--- src/rtl/fetch_stage.sv ---
// fetch_stage: keeps the PC and issues one 32-bit instruction fetch at a time,
// buffering returned words in an IF/ID register (plus a one-entry skid
// register) and applying branch redirects computed from a downstream immediate.
module fetch_stage #(
    parameter int            N        = 64,
    parameter logic [N-1:0]  RESET_PC = '0
) (
    input  logic             clk,
    input  logic             rst,
    output logic             imem_req,
    output logic [N-1:0]     imem_addr,
    input  logic             imem_gnt,
    input  logic             imem_rvalid,
    input  logic [N/2-1:0]   imem_rdata,
    output logic             if_valid,
    output logic [N/2-1:0]   if_instr,
    output logic [N-1:0]     if_pc,
    input  logic             id_ready,
    input  logic             redirect,
    input  logic [N-1:0]     redirect_pc,
    input  logic [N-1:0]     redirect_imm
);

    localparam int W = N / 2;

    // REQ: request presented; WAIT: one fetch outstanding; HOLD: word parked in skid
    typedef enum logic [1:0] {
        S_REQ  = 2'd0,
        S_WAIT = 2'd1,
        S_HOLD = 2'd2
    } state_t;

    state_t         state;
    logic [N-1:0]   pc;
    logic           drop;
    logic [W-1:0]   skid;
    logic [N-1:0]   target;
    logic [N-1:0]   pc_next;
    logic           slot_free;

    // Branch target: immediate is in halfword units, result forced word aligned
    always_comb begin
        target      = redirect_pc + (redirect_imm << 1);
        target[1:0] = 2'b00;
    end

    assign pc_next   = pc + N'(4);
    // The IF/ID slot can take a word if empty or being consumed this cycle
    assign slot_free = !if_valid || id_ready;
    assign imem_req  = (state == S_REQ) && !rst;
    assign imem_addr = pc;

    // Fetch FSM together with PC, drop flag, IF/ID register and skid register
    always_ff @(posedge clk) begin
        if (rst) begin
            state    <= S_REQ;
            pc       <= RESET_PC;
            drop     <= 1'b0;
            if_valid <= 1'b0;
            if_instr <= '0;
            if_pc    <= '0;
            skid     <= '0;
        end else if (redirect) begin
            pc       <= target;
            if_valid <= 1'b0;
            case (state)
                S_REQ: begin
                    if (imem_gnt) begin
                        state <= S_WAIT;
                        drop  <= 1'b1;
                    end
                end
                S_WAIT: begin
                    drop  <= !imem_rvalid;
                    state <= imem_rvalid ? S_REQ : S_WAIT;
                end
                default: begin
                    state <= S_REQ;
                    drop  <= 1'b0;
                end
            endcase
        end else begin
            if (if_valid && id_ready) begin
                if_valid <= 1'b0;
            end
            case (state)
                S_REQ: begin
                    if (imem_gnt) begin
                        state <= S_WAIT;
                    end
                end
                S_WAIT: begin
                    if (imem_rvalid) begin
                        if (drop) begin
                            drop  <= 1'b0;
                            state <= S_REQ;
                        end else if (slot_free) begin
                            if_valid <= 1'b1;
                            if_instr <= imem_rdata;
                            if_pc    <= pc;
                            pc       <= pc_next;
                            state    <= S_REQ;
                        end else begin
                            skid  <= imem_rdata;
                            state <= S_HOLD;
                        end
                    end
                end
                S_HOLD: begin
                    if (slot_free) begin
                        if_valid <= 1'b1;
                        if_instr <= skid;
                        if_pc    <= pc;
                        pc       <= pc_next;
                        state    <= S_REQ;
                    end
                end
                default: begin
                    state <= S_REQ;
                end
            endcase
        end
    end

endmodule

--- config.mk ---
export PLATFORM = sky130hd
export DESIGN_NAME = fetch_stage
export DESIGN_NICKNAME = d
export VERILOG_FILES = /design/src/rtl/fetch_stage.sv
export SDC_FILE = /design/constraint.sdc
export NUM_CORES = 1
export LEC_CHECK = 0
export CORE_UTILIZATION = 49
export CTS_CLUSTER_DIAMETER = 100
export DETAILED_ROUTE_END_ITERATION = 16
export PLACE_DENSITY = 0.92
export RECOVER_POWER = 50
export SYNTH_ARGS = -nofsm -noshare
export SYNTH_HDL_FRONTEND = slang
export SYNTH_SLANG_ARGS = --single-unit
--- constraint.sdc ---
create_clock -name clk -period 4.3 [get_ports clk]
set_input_delay 1.075 -clock clk [delete_from_list [all_inputs] [get_ports clk]]
set_output_delay 1.075 -clock clk [all_outputs]
set_load 0.01 [all_outputs]
Word-level counts from Yosys, hierarchy flattened:

Cells that the tools add are included.

* eq/ne operators: 10
* reductions and logical operators: 19
* muxes and demuxes: 33
* bitwise operators: 3
* $add $sub $neg: 2

Operator list (number)
* 2-to-1 mux 64 bit: 7
* case mux 64 bit (2 select lines): 2
* 2-to-1 mux 32 bit: 4
* adder 64 x 3 -> 64 bit, second input constant: 1
* adder 64 bit: 1
* case mux 32 bit (2 select lines): 1
* 2-to-1 mux 2 bit: 6
* inequality test 3 bit, second input constant: 4
* 2-to-1 mux 1 bit: 9
* AND reduction 3 bit: 3
* inequality test 2 bit, second input constant: 4
* case mux 2 bit (3 select lines): 1
* AND reduction 6 bit: 1
* nonzero test 2 bit: 3
* AND reduction 5 bit: 1
* case mux 1 bit (2 select lines): 2
* case mux 2 bit (2 select lines): 1
* AND reduction 4 bit: 1
* logical NOT 1 bit: 3
* NOT 1 bit: 3
* nonzero test 3 bit: 1
* equality test 2 x 1 -> 1 bit, second input constant: 1
* equality test 2 bit, second input constant: 1
* logical AND 1 bit: 2
* 4 further kinds: 4

* word-level logic and storage cells: 75
* output and inout bits: 162
* bits in registers: 196
* input port bits: 166

Longest topological paths before layout:

Gate-level depths: netlist of the first run.

* word-level depth: 7
* mapped depth: 14
* mapped depth without buffers: 12

Least setup slack after synthesis of the first run:

No wires, ideal clock.

* path type: in2reg
* start: in redirect_pc[2]
* end: reg pc[57] (netlist: imem_addr[57])
* data required time: 4212 ps
* path slack: 551 ps
* setup time: 88 ps
* data arrival time: 3661 ps
* buffers on the path: 0
* stages: 12
* cell sequence: inv_1 -> fa_1 -> nand2b_1 -> a211oi_2 -> o21ai_2 -> o41a_4 -> nor4b_4 -> a211oi_2 -> a2111o_1 -> a21oi_2 -> nor3_1 -> o32ai_2

* word-level cells in the longest chain between the ends: 2

RTL lines
* start, declared: RTL line 20 `input logic [N-1:0] redirect_pc,`
* adder 64 bit: RTL line 43 `target = redirect_pc + (redirect_imm << 1);`
* 2-to-1 mux 64 bit: RTL line 63 `end else if (redirect) begin`
* end signal, assigned: RTL line 64 `pc <= target;`
* end signal, assigned: RTL line 101 `pc <= pc_next;`
* end signal, assigned: RTL line 114 `pc <= pc_next;`
* end, declared: RTL line 34 `logic [N-1:0] pc;`

Every way passes these cells.
A chain may end at the register's enable or synchronous reset.

Final worst setup path of the first run:

Same ends and word-level chain as after synthesis.

==> run summary, run 1 <==
Num CTS Buffers - 17
Clock Latency Late Sink - 0.44 ns
Largest net degree at the start of global routing - 104
DR WL/cell - 17.6 um
Mapped Avg Cell Area - 7.71 um^2
RR Startpoint - state[1]$_SDFFE_PP0P_
Net Sw Frac - 0.315
WP data arrival - 4.42 ns
CTS resizes - 0
Type of the worst setup path - input port to register
CTS Buffer Depth - 2
# diodes - 0
Max-slew violations - 0
GR Util All Layers - 0.296
Vias in the first global route - 11,700
CTS tree - built
Hold path cells - 2
Antenna-violating nets left - 0
Fillers - 1,828
Number of flops mapped to enable cells by yosys - 0
First DRT Iteration DRCs - 1,094
Critical path's largest stage delay - 0.49 ns
Logic pwr share - 0.275
Die extent in y - 158 um
LEAKAGE - 6.30 nW
Status - completed
Via count - 12,600
Core region area - 0.0236 mm^2
Synth Instances - 1,544
Row cnt - 56
Setup WS post-layout - 0.230 ns
Syn Std Cell Area - 0.0119 mm^2
Max Freq - 246 MHz
Peak VDD IR - 0.000288 V
PD cells - 309 mW/mm^2
Crit path cell chain - clkdlybuf4s50_1, inv_1, fa_1, nand2b_1, a211oi_2, o21ai_2, o41a_4, nor4b_4, a211oi_2, a2111o_1, a21oi_2, nor3_1, o32ai_2
First-pass GRT wire length - 58,700 um
DP Worst Slack - -0.191 ns
Largest area contributor in the netlist - dfxtp_1
Hold path startpoint - if_pc[33]$_SDFFE_PP0P_
P_sw - 1.56 mW
Multi-input gate area - 0.00758 mm^2
CP required - 4.65 ns
Starting density of the core - 0.504
Post-detail-place hpwl - 28,300 um
Clock Pin Slew Worst Setup and Hold Paths - 0.07 ns
Slowest stage cell, crit path - clkdlybuf4s50_1
Most common cell in the synthesized netlist - nand2_1
Gr ovfl total - 0
Startpoint Class - input port
Worst reg2reg path depth - 12
Worst slew pin tran - 1.10 ns
Share of cells above drive strength 1 - 0.0597
Worst clock skew - 0.0120 ns
Tcrit/Tclk final - 0.947
DRT Pass-1 Iters - 6
Internal power - 3.39 mW
Max cap viols - 0
IO buf count - 321
Hold-fix buffers, CTS - 0
Die area - 0.0249 mm^2
Register-to-register setup slack - 0.92 ns
Final net count - 2,062
Flops & latches, synth - 192
Most common cell on crit path - a211oi_2
Primary FF master, synth - dfxtp_1
I/O Pins - 328
Fin. Hold Viols - 0
CTS Sinks - 192
Die Wd - 158 um
Drc violations - 0
Sequential share of power - 0.409
Clk pwr share - 0.316
H-tree depth - 4
Register area - 0.00384 mm^2
Worst R2R End - imem_addr[26]$_SDFFE_PP0P_
Yosys cell types - 72
Rel. slew slack - 0.263
Async S/R FF share, synth - 0
HP Class - register to register
Ys Warns - 0
Synth area leaders - dfxtp_1 32%, nand2_1 8.1%, a21oi_1 7.5%
CTS root buf - clkbuf_16
DR vias/cell - 5.84
Gp weighted congestion - 0.983
RSZ-0062 raised after global routing - no
Top-area cell type share of the netlist area - 0.323
Hold EP - if_pc[33]$_SDFFE_PP0P_
CP Capture Type - register
Fin crit period - 4.07 ns
Max FO, Critical Path - 4
Final Power - 4.95 mW
Setup Fix Bufs, Post-CTS - 0
Post-synthesis sequential area ratio - 0.323
Final WL - 37,900 um
Post-synth top cells - 258 x nand2_1, 192 x dfxtp_1, 178 x a21oi_1, 144 x nor2_1, 87 x a211oi_1
Initial antenna violation count - 0
Final setup vio count - 0
Synth-to-layout area growth - 34.8%
worst max path at each step:
| stage | start | end | slack, ns |
|---|---|---|---|
| final | redirect_pc[2] | imem_addr[57]$_SDFFE_PP0P_ | 0.23 |
| after global routing | redirect_pc[2] | imem_addr[54]$_SDFFE_PP0P_ | 0.008 |
| after CTS | redirect_pc[2] | imem_addr[60]$_SDFFE_PP0P_ | 0.22 |
| after detailed placement | redirect_imm[1] | imem_addr[60]$_SDFFE_PP0P_ | -0.19 |
| after global placement | redirect_pc[2] | imem_addr[60]$_SDFFE_PP0P_ | -0.16 |
| after floorplan | redirect_pc[2] | imem_addr[57]$_SDFFE_PP0P_ | 0.55 |
power by group through the flow:
stage	clock network (mW)	logic [mW]	registers (mW)
6_report	1.56	1.36	2.03
3_3_place_gp	0	1.33	2.05
2_1_floorplan	0	0.736	2.06
5_1_grt	1.65	1.47	2.03
3_5_place_dp	0	1.37	2.06
4_1_cts	1.57	1.38	2.02
final cells by class:
cell class / instances / share of cell area
Clock buffer: 18 / 0.0268
Tap cell: 319 / 0.0249
Clock inverter: 13 / 0.00866
Multi-Input combinational cell: 1225 / 0.472
Sequential cell: 192 / 0.240
Inverter: 31 / 0.00725
Timing Repair Buffer: 363 / 0.221
worst max-delay path, delay by kind of cell:
kind	cells	cell delay, ns
AND/OR/NAND/NOR	3	0.53
AO/OA/AOI/OAI	7	1.82
buffers and inverters	2	0.55
adder cells (fa/ha/maj)	1	0.42
registers in the layout, summed over array words and instances (netlist names):
register	count
if_pc	62
imem_addr	62
if_instr	32
skid	32
state	2
drop	1
if_valid	1
cells in the final DEF (no fill, tap or decap), drive strengths merged, types with 6 or more instances in the layout:
cell / instances
nand2: 259
dfxtp: 192
a21oi: 181
clkdlybuf4s50: 166
dlygate4sd3: 153
nor2: 146
a211oi: 89
xnor2: 72
ha: 65
o21ai: 49
xor2: 44
buf: 44
nand3: 38
inv: 34
mux2i: 33
nand4: 33
a21o: 32
clkbuf: 18
nand2b: 16
nor3: 16
and3: 14
o21bai: 12
nor2b: 11
o22ai: 11
a31oi: 11
and4: 10
and2: 9
nor4: 8
o21a: 6
o211ai: 6
clkinv: 6
kinds of logic (layout without fill, tap and decap cells):
kind of cell	after synthesis	in the layout	share of synthesized area
simple gates	576	576	0.221
xor+xnor	116	116	0.0854
fa+ha+maj	66	66	0.0700
flops	192	192	0.323
buf+inv	130	425	0.0443
mux	33	33	0.0278
compound gates	430	430	0.228
other cells	1	4	0.000315
metal layers:
| metal | up-vias | part of all wire | global-route usage | routed length [um] |
|---|---|---|---|---|
| met5 | - | 0 | 0 | 0 |
| li1 | 6025 | - | - | - |
| met4 | 0 | 0.051 | 0.174 | 1950 |
| met1 | 5814 | 0.39 | 0.359 | 15000 |
| met3 | 136 | 0.084 | 0.0528 | 3170 |
| met2 | 650 | 0.47 | 0.490 | 17900 |
per-stage QoR:
| step | hold WS (ns) | util | std cells | cell area (um^2) | TNS (ns) |
|---|---|---|---|---|---|
| floorplan | 0.436 | - | 1547 | 11900 | 0 |
| global placement | 0.441 | 0.655 | 2130 | 15500 | -0.785 |
| detailed placement | 0.447 | 0.655 | 2130 | 15500 | -1.46 |
| CTS | 0.456 | 0.679 | 2161 | 16000 | 0 |
| global route | 0.463 | 0.679 | 2161 | 16000 | 0 |
| finish | 0.452 | 0.679 | 2161 | 16000 | 0 |
(Power assumes the default switching activity.)
==> inputs of run 2 (changes only) <==
--- a/config.mk
+++ b/config.mk
@@ -5,6 +5,7 @@
 export SDC_FILE = /design/constraint.sdc
 export NUM_CORES = 1
 export LEC_CHECK = 0
+export ABC_CLOCK_PERIOD_IN_PS = 4300
 export CORE_UTILIZATION = 49
 export CTS_CLUSTER_DIAMETER = 100
 export DETAILED_ROUTE_END_ITERATION = 16
==> results of run 2 <==
No change in the layout: final DEF, timing and power equal those of run 1.
